### src/rtl/switch_debounce4.sv
// rtl/switch_debounce4.sv - four-channel switch debouncer with rise/fall pulses
// Each line is synchronized, then accepted once it disagrees with the held level for STABLE_CNT cycles.
module switch_debounce4 #(
  parameter int STABLE_CNT = 4
) (
  input  logic       clk,
  input  logic       reset_n,
  input  logic [3:0] sw_in,
  input  logic       en,
  output logic       a,
  output logic       b,
  output logic       c,
  output logic       d,
  output logic [3:0] rise,
  output logic [3:0] fall,
  output logic       any_change
);

  localparam logic [7:0] LAST_CNT = 8'(STABLE_CNT - 1);

  logic [3:0]      s1_q, s1_d;
  logic [3:0]      s2_q, s2_d;
  logic [3:0][7:0] cnt_q, cnt_d;
  logic [3:0]      deb_q, deb_d;
  logic [3:0]      rise_q, rise_d;
  logic [3:0]      fall_q, fall_d;
  logic            any_change_q, any_change_d;

  always_comb begin
    s1_d   = sw_in;
    s2_d   = s1_q;
    cnt_d  = cnt_q;
    deb_d  = deb_q;
    rise_d = '0;
    fall_d = '0;
    if (en) begin
      for (int i = 0; i < 4; i++) begin
        if (s2_q[i] == deb_q[i]) begin
          cnt_d[i] = 8'd0;
        end else if (cnt_q[i] == LAST_CNT) begin
          // Disagreement has persisted long enough: take the new level.
          deb_d[i]  = s2_q[i];
          cnt_d[i]  = 8'd0;
          rise_d[i] = s2_q[i];
          fall_d[i] = ~s2_q[i];
        end else begin
          cnt_d[i] = cnt_q[i] + 8'd1;
        end
      end
    end
    any_change_d = |(rise_d | fall_d);
  end

  always_ff @(posedge clk or negedge reset_n) begin
    if (!reset_n) begin
      s1_q         <= '0;
      s2_q         <= '0;
      cnt_q        <= '0;
      deb_q        <= '0;
      rise_q       <= '0;
      fall_q       <= '0;
      any_change_q <= 1'b0;
    end else begin
      s1_q         <= s1_d;
      s2_q         <= s2_d;
      cnt_q        <= cnt_d;
      deb_q        <= deb_d;
      rise_q       <= rise_d;
      fall_q       <= fall_d;
      any_change_q <= any_change_d;
    end
  end

  assign a          = deb_q[0];
  assign b          = deb_q[1];
  assign c          = deb_q[2];
  assign d          = deb_q[3];
  assign rise       = rise_q;
  assign fall       = fall_q;
  assign any_change = any_change_q;

endmodule

### config.mk
export PLATFORM = sky130hd
export DESIGN_NAME = switch_debounce4
export DESIGN_NICKNAME = d
export VERILOG_FILES = /design/src/rtl/switch_debounce4.sv
export SDC_FILE = /design/constraint.sdc
export NUM_CORES = 1
export LEC_CHECK = 0
export ABC_AREA = 1
export BUFFER_PORTS_ARGS = -buffer_cell sky130_fd_sc_hd__buf_2
export CAP_MARGIN = 25
export CORE_UTILIZATION = 35
export CTS_CLUSTER_SIZE = 28
export DETAILED_ROUTE_END_ITERATION = 6
export SETUP_SLACK_MARGIN = 0.02
export SLEW_MARGIN = 20
export SYNTH_ARGS = -nofsm -noshare
export SYNTH_HDL_FRONTEND = slang
export SYNTH_SLANG_ARGS = --single-unit
export TNS_END_PERCENT = 30
### constraint.sdc
create_clock -name clk -period 1.55 [get_ports clk]
set_input_delay 0.155 -clock clk [delete_from_list [all_inputs] [get_ports clk]]
set_output_delay 0.155 -clock clk [all_outputs]
set_load 0.01 [all_outputs]
==> impl.org, run 1 <==
** Run status
- The run finished with clean final reports.

** Power
- Internal portion of total power :: 0.002318 W
- In this run the power density over the cells is 1148 nW/um^2.
- Total power after layout :: 0.003465 W
- P_leak :: 1.583 nW
- IR analysis of the VDD net gives a maximum drop of 0.4099 mV.
- Net Sw Frac :: 33.10%
- Switching Power :: 0.001147 W
- In this run, the combinational gates consume 24.3% of the power.
- In this run, flip-flops and latches consume 50.9% of the power.
- Of the total power, the clock network draws 24.8%.

** Logic synthesis
- The synthesized netlist occupies a cell area of 2633 sq um.
- In the synthesized netlist, the number of instances is 334.
- Counting every net in the synthesized netlist gives 345.
- A synthesized cell averages 7.882 sq um.
- Yosys mapped a number of flops with a built-in enable equal to 0.
- Share of flip-flops with an asynchronous set or reset :: 100.0%
- Number of flip-flops and latches in the synthesized netlist :: 53
- Register area share after synthesis :: 50.38%
- Among all flip-flop cells after synthesis, the most frequent one is sky130_fd_sc_hd__dfrtp_1.
- In the post-synthesis netlist, the biggest area contributors are sky130_fd_sc_hd__dfrtp_1 50%, sky130_fd_sc_hd__nand2_1 16%, sky130_fd_sc_hd__nand3_1 6.1%.
- sky130_fd_sc_hd__nand2_1 is the most common cell in the netlist.
- Yosys printed 0 warnings.
- Most used standard cells in the synthesized netlist :: 115 x sky130_fd_sc_hd__nand2_1, 53 x sky130_fd_sc_hd__dfrtp_1, 41 x sky130_fd_sc_hd__inv_1, 32 x sky130_fd_sc_hd__nand3_1, 32 x sky130_fd_sc_hd__nor2_1
- Of the post-synthesis cell area, the dominant cell type holds 50.38%.
- Number of different library cells in the post-synthesis netlist :: 23
- The biggest area contributor in the post-synthesis netlist is sky130_fd_sc_hd__dfrtp_1.

** Floorplan
- The die is 88.73 um wide.
- In this run the vertical extent of the chip is 88.73 um.
- The initial utilization of the core area, before any placement, comes to 36.29%.
- Core box area :: 7253 sq um
- Die Area :: 7872 sq um
- Row generation in the floorplan step produced 31 rows.
- 20 I/O pins were placed.

** Timing
- Highest clock frequency the design can meet :: 751.6 MHz
- Setup violations remaining at the end of the flow were counted as 0.
- Hold Violations, Final :: 0
- For the pin with the worst max-slew slack, the measured transition is 0.3403 ns.
- Final critical-path share of the clock period :: 85.83%
- The number of max-slew violations in the final report is 0.
- Across the routed clock network, the largest skew measured is 0.005753 ns.
- Setup total negative slack on the finished layout was measured at 0 ns.
- Subtracting the final worst setup slack from the clock period gives 1.330 ns.
- Tightest slew margin relative to the limit :: 77.31%
- Unrepaired setup endpoints after global routing :: no

** Global routing
- The first global-routing pass estimated 8.707 mm of wire.
- Largest net degree at the start of global routing :: 54
- Global routing used 14.60% of the available tracks.
- Total gr overflow :: 0
- Antenna violations before repair :: 0
- The via count of the first global-routing pass came to 1953.

** Cells and area
- Final net count :: 375
- Number of antenna repair diodes :: 0
- The post-route netlist has 14.25% of its cells at a drive strength greater than 1.
- Filler instances :: 752
- Compared with the post-synthesis result, the final layout area differs by 14.69%.

** Place
- After legalization and detailed placement, the total HPWL measured 3.503 mm.
- Number of I/O port buffers :: 19
- Routability cong. :: 0.7895

** Setup path
- Worst Path Class, Setup :: register to register
- Cell type of the slowest stage on the worst timing path :: sky130_fd_sc_hd__dfrtp_1
- Critical path endpoint category :: register
- Data required time of the critical path :: 1.75 ns
- Maximum fanout encountered on the critical timing path :: 4
- STA classifies the critical path startpoint as a register.
- Cells along the critical path :: ha_1 > nand3_1 > nor2_1 > or2_2 > nand3_1 > nand2_1
- Most repeated library cell on the critical path :: sky130_fd_sc_hd__nand3_1
- Maximum single-stage delay on the critical path :: 0.41 ns
- Arrival time reported for the critical path endpoint :: 1.53 ns

** Detailed routing
- Wires add up to 4.859 mm.
- Vias per cell :: 4.442
- In this run the remaining antenna-violating nets after routing total 0.
- After detailed routing, the number of remaining DRC violations is 0.
- Dividing the detail-routed wire length by the instance count gives 10.47 um.
- Vias :: 2061
- Drt first-iter violations :: 105
- The first TritonRoute pass finished after 4 iterations.

** Hold path
- Class of the tightest hold or removal check :: primary input to register

** Clocking
- Maximum number of buffers from clock root to sink :: 2
- TritonCTS created 5 clock buffers.
- For the worst-skew pair, the clock arrives at the later sink with an insertion delay of 0.31 ns.
- TritonCTS built the clock tree.
- CTS clk-pin slew, worst paths :: 0.09 ns
- The clock tree synthesis step divided the H-tree into 2 levels.
- Master cell of the clock root buffer :: sky130_fd_sc_hd__clkbuf_8
- Clock tree synthesis found a total of 53 sinks.

** Flow run
- Maximum Capacitance Violations :: 0
## cell usage in the layout (no fill, tap or decap), drive strengths merged
master / Yosys / routed
nor2: 42 / 42
dlygate4sd3: 0 / 5
xor2: 6 / 6
nand3: 32 / 32
nand2: 119 / 119
buf: 4 / 23
nor3: 2 / 2
inv: 44 / 44
or2: 1 / 1
o21a: 3 / 3
ha: 4 / 4
o21ai: 16 / 16
clkbuf: 1 / 7
clkinv: 0 / 1
o21bai: 3 / 3
dfrtp: 53 / 53
nand4: 4 / 4
## power groups by stage
stage	clock network (W)	registers [W]	logic, W
5_1_grt	0.000960	0.00180	0.000976
3_3_place_gp	0	0.00178	0.000824
2_1_floorplan	0	0.00179	0.000589
4_1_cts	0.000906	0.00176	0.000860
6_report	0.000860	0.00176	0.000843
3_5_place_dp	0	0.00179	0.000846
## worst max-delay path: cells and delay by family, from the launching register on
kind	cells	cell delay, ns
flops	1	0.41
simple gates	5	0.56
fa+ha+maj	1	0.25
## flip-flops by register name (all words and copies together), names as in the netlist
| name | flops |
|---|---|
| cnt_q | 32 |
| deb_q | 4 |
| fall | 4 |
| rise | 4 |
| s1_q | 4 |
| s2_q | 4 |
| any_change | 1 |
## metal layers
metal  global-route usage (%)  up-vias  wire (um)
met5                        0        -          0
met4                    6.158        0         73
met3                    2.799        6        126
met2                    24.41       15       2224
met1                    18.51      950       2435
li1                         -     1090          -
## stage by stage
step	utilization (%)	setup slack, ns	hold slack [ns]	std cells	area, sq um
after global routing	41.63	0.06186	0.2565	464	3019
after detailed placement	39.54	0.2202	0.1738	451	2868
final	41.63	0.2196	0.2569	464	3019
after CTS	41.63	0.2054	0.2442	464	3019
after global placement	39.54	0.2520	0.1752	451	2868
after floorplan	-	0.2911	-0.1406	334	2633
## worst paths after layout
path | from | to | slack (ns) | depth (start not counted)
hold / removal | en | cnt_q[20] | 0.26 | 2
hold reg to reg | s1_q[3] | s2_q[3] | 0.36 | 0
max in group asynchronous | reset_n | cnt_q[29] | 0.95 | 3
setup / recovery | cnt_q[24] | cnt_q[30] | 0.22 | 6
setup reg to reg | cnt_q[24] | cnt_q[30] | 0.22 | 6
min in group asynchronous | reset_n | cnt_q[7] | 0.36 | 3
## timing repair
item                      4_1_cts  5_1_grt
resized for setup               0        0
hold buffers                    5        0
setup buffers                   0        0
hold endpoints to repair       57        0
## final cells by class
| class | instances | area [sq um] | share of cell area, % |
|---|---|---|---|
| Tap cell | 99 | 123.9 | 4.103 |
| Clock buffer | 7 | 96.34 | 3.191 |
| Multi-Input combinational cell | 232 | 1115 | 36.92 |
| Inverter | 44 | 165.2 | 5.470 |
| Timing Repair Buffer | 28 | 187.7 | 6.216 |
| Sequential cell | 53 | 1326 | 43.93 |
| Clock inverter | 1 | 5.005 | 0.1658 |
## kinds of logic after synthesis
group,share of synthesized area [%]
and+or+nand+nor,33.27
AOI/OAI and AO/OA,5.181
xor gates and xnor gates,1.996
buffers and inverters,7.272
DFF,50.38
adders and majority gates,1.901
(Power assumes the default switching activity.)
==> run 2, diff against run 1 <==
--- a/config.mk
+++ b/config.mk
@@ -11,7 +11,9 @@
 export CORE_UTILIZATION = 35
 export CTS_CLUSTER_SIZE = 28
 export DETAILED_ROUTE_END_ITERATION = 6
+export RECOVER_POWER = 25
 export SETUP_SLACK_MARGIN = 0.02
+export SKIP_CTS_REPAIR_TIMING = 1
 export SLEW_MARGIN = 20
 export SYNTH_ARGS = -nofsm -noshare
 export SYNTH_HDL_FRONTEND = slang
==> constraint.sdc (replaced) <==
create_clock -name clk -period 1.3 [get_ports clk]
set_input_delay 0.13 -clock clk [delete_from_list [all_inputs] [get_ports clk]]
set_output_delay 0.13 -clock clk [all_outputs]
set_load 0.01 [all_outputs]
==> impl.org, run 2 (same netlist as run 1, synthesis figures left out) <==
** Run status
- Run status: complete, no violations (unchanged).

** Floorplan
- Core box area :: 7253 sq um (unchanged)
- Starting density of the core :: 36.29% (unchanged)
- The overall die width came to 88.73 um (unchanged).
- The y dimension of the die came to 88.73 um (unchanged).
- Total number of placement rows :: 31 (unchanged)
- Top-level port count :: 20 (unchanged)
- The area of the die was 7872 sq um (unchanged).

** Cells and area
- Most common cell after layout, fill and taps aside :: sky130_fd_sc_hd__nand2_1 (unchanged)
- Sequential Area :: 1329 sq um (was 1326 sq um)
- The final non-filler cell area is 3207 sq um (was 3019 sq um).
- Register containing the most flip-flops in the final layout :: cnt_q (unchanged)
- Area delta synth->final :: 21.82% (was 14.69%)
- Share of cells above drive strength 1 :: 21.84% (was 14.25%)
- Filler instances :: 738 (was 752)
- Number of antenna repair diodes :: 0 (unchanged)
- Most frequent cells in the layout :: 114 x sky130_fd_sc_hd__nand2_1, 51 x sky130_fd_sc_hd__dfrtp_1, 41 x sky130_fd_sc_hd__inv_1 (was 115 x sky130_fd_sc_hd__nand2_1, 53 x sky130_fd_sc_hd__dfrtp_1, 41 x sky130_fd_sc_hd__inv_1)
- The multi-input combinational cell area was 1221 sq um (was 1115 sq um).
- Number of flip-flops in the largest register :: 32 (unchanged)
- Final net count :: 390 (was 375)
- Post-layout utilization of the core :: 44.21% (was 41.63%)
- The count of non-filler cells in the finished layout is 479 (was 464).

** Detailed routing
- The wire length reported by the detailed router was 5.161 mm (was 4.859 mm).
- Number of routed nets with antenna violations :: 0 (unchanged)
- Vias per cell :: 4.491 (was 4.442)
- The first-pass iteration count of the detailed router came to 4 (unchanged).
- The total number of vias came to 2151 (was 2061).
- Remaining design rule violation count :: 0 (unchanged)
- Drt first-iter violations :: 87 (was 105)
- Per-cell routed wire length :: 10.77 um (was 10.47 um)

** Timing
- Max-slew violation count :: 0 (unchanged)
- The setup violation total in the final timing report was 0 (unchanged).
- The worst hold-check slack is 0.1790 ns (was 0.2569 ns).
- Unrepaired setup endpoints after global routing: yes (was no).
- The relative slew slack is 51.88% (was 77.31%).
- The setup skew after layout was 0.004009 ns (was 0.005753 ns).
- Transition time at the pin with the least slew margin :: 0.7217 ns (was 0.3403 ns)
- Hold Violations, Final :: 0 (unchanged)
- The final critical path time including I/O delays and setup is 1.230 ns (was 1.330 ns).
- Least setup slack across all paths after layout :: 0.06977 ns (was 0.2196 ns)
- Highest clock frequency the design can meet :: 812.9 MHz (was 751.6 MHz)
- The post-route fraction of the period consumed by the critical path came to 94.63% (was 85.83%).

** Setup path
- Critical path endpoint category :: register (unchanged)
- The library cell appearing most often on the critical path was sky130_fd_sc_hd__nand3_2 (was sky130_fd_sc_hd__nand3_1).
- The end of the worst register-to-register path is cnt_q[30] (unchanged).
- Reg-to-reg startpoint :: cnt_q[25] (was cnt_q[24])
- Maximum fanout encountered on the critical timing path :: 4 (unchanged)
- The critical path data required time came to 1.51 ns (was 1.75 ns).
- Cells along the critical path: ha_4 > nand3_2 > nor2_1 > or2_2 > nand3_2 > nand2_1 (was ha_1 > nand3_1 > nor2_1 > or2_2 > nand3_1 > nand2_1).
- Worst Path Class, Setup :: register to register (unchanged)
- Startpoint Class :: register (unchanged)
- The slowest cell on the critical path was sky130_fd_sc_hd__dfrtp_1 (unchanged).
- The depth of the worst register-to-register path was 6 (unchanged).
- The first element of the critical path was cnt_q[25] (was cnt_q[24]).
- Register-to-register setup slack :: 0.07 ns (was 0.22 ns)
- The arrival time at the worst endpoint was 1.44 ns (was 1.53 ns).
- The largest incremental delay on the critical path is 0.44 ns (was 0.41 ns).

** Power
- The total leakage power came to 1.644 nW (was 1.583 nW).
- The largest voltage drop on the vdd net came to 0.7483 mV (was 0.4099 mV).
- The areal power density over the cells was 1362 nW/um^2 (was 1148 nW/um^2).

** Flow run
- Maximum Capacitance Violations :: 0 (unchanged)

** Global routing
- Antenna violations before repair :: 0 (unchanged)
- Largest net degree at the start of global routing :: 54 (unchanged)
- Total gr overflow :: 0 (unchanged)
- The first-pass GRT wire length is 8.983 mm (was 8.707 mm).
- The via count of the first global-routing pass was 2063 (was 1953).
- The total routing resource utilization after global routing is 14.78% (was 14.60%).

** Place
- Sum of net half-perimeters after detailed placement :: 3.578 mm (was 3.503 mm)
- Number of I/O port buffers :: 19 (unchanged)
- The pre-CTS setup slack was 0.01793 ns (was 0.2202 ns).
- Instance count after placement with tap cells included :: 460 (was 451)
- The final weighted congestion in routability-driven placement came to 0.8117 (was 0.7895).
- The area after detailed placement came to 2935 sq um (was 2868 sq um).

** Clocking
- CTS clk-pin slew, worst paths :: 0.09 ns (about the same)
- The number of clock sinks seen by CTS came to 53 (unchanged).
- Number of buffers created by CTS :: 5 (unchanged)
- The master cell of the clock root buffer is sky130_fd_sc_hd__clkbuf_8 (unchanged).
- Maximum number of buffers from clock root to sink :: 2 (unchanged)
- The CTS tree is yes (unchanged).
- CTS HTree Levels :: 2 (unchanged)
- Clock latency on the worst-skew pair :: 0.31 ns (about the same)

** Hold path
- The worst min-delay path category was primary input to register (unchanged).
- The worst min-delay path endpoint is cnt_q[20] (unchanged).
- The worst hold path startpoint was en (unchanged).
- Cells on Worst Hold Path :: 2 (unchanged)
-- run 2: cell count changes in the layout (fill, tap and decap cells not counted), moves of 2 or more --
cell                       change
sky130_fd_sc_hd__dfrtp_1       -2
sky130_fd_sc_hd__nor2_1        -6
sky130_fd_sc_hd__nand3_2       +5
sky130_fd_sc_hd__ha_1          -4
sky130_fd_sc_hd__nor2_4        +4
sky130_fd_sc_hd__nand3_1       -5
sky130_fd_sc_hd__clkbuf_1      +3
sky130_fd_sc_hd__ha_4          +3
sky130_fd_sc_hd__clkbuf_8      -2
sky130_fd_sc_hd__nor2_2        +2
sky130_fd_sc_hd__buf_4        +15
sky130_fd_sc_hd__dfrtp_2       +2
-- run 2: report_power, final --
part	switching, W	internal (W)
clock network	0.000539	0.000385
logic	0.000723	0.000593
registers	0.000239	0.00189
-- run 2: area by class of cell --
cell class	count	area share, %
Clock buffer	8	2.497
Multi-Input combinational cell	232	38.08
Tap cell	99	3.863
Sequential cell	53	41.44
Inverter	44	5.150
Timing Repair Buffer	43	8.974
-- run 2: critical path: cells and delay by family (launching register included) --
kind / cells / cell delay [ns]
flip-flops: 1 / 0.44
adder cells (fa/ha/maj): 1 / 0.20
AND/OR/NAND/NOR: 5 / 0.49
-- run 2: metal layers --
| metal | GRT usage (%) | vias up | part of all wire (%) |
|---|---|---|---|
| met5 | 0 | - | 0 |
| met4 | 6.745 | 0 | 1.7 |
| met3 | 2.705 | 8 | 2.4 |
| li1 | - | 1124 | - |
| met1 | 19.60 | 997 | 49 |
| met2 | 23.50 | 22 | 47 |
-- run 2: how the worst max path moves through the flow --
stage	depth (start not counted)	to
6_report	6	cnt_q[30]
5_1_grt	6	deb_q[1]
4_1_cts	5	cnt_q[8]
3_5_place_dp	6	deb_q[1]
3_3_place_gp	5	cnt_q[8]
2_1_floorplan	6	cnt_q[30]
-- run 2: through the flow --
step                total power (W)   TNS, ns
floorplan                  0.002834         0
global placement           0.003188         0
detailed placement         0.003236         0
CTS                        0.004159         0
global route               0.004699  -0.02819
finish                     0.004369         0
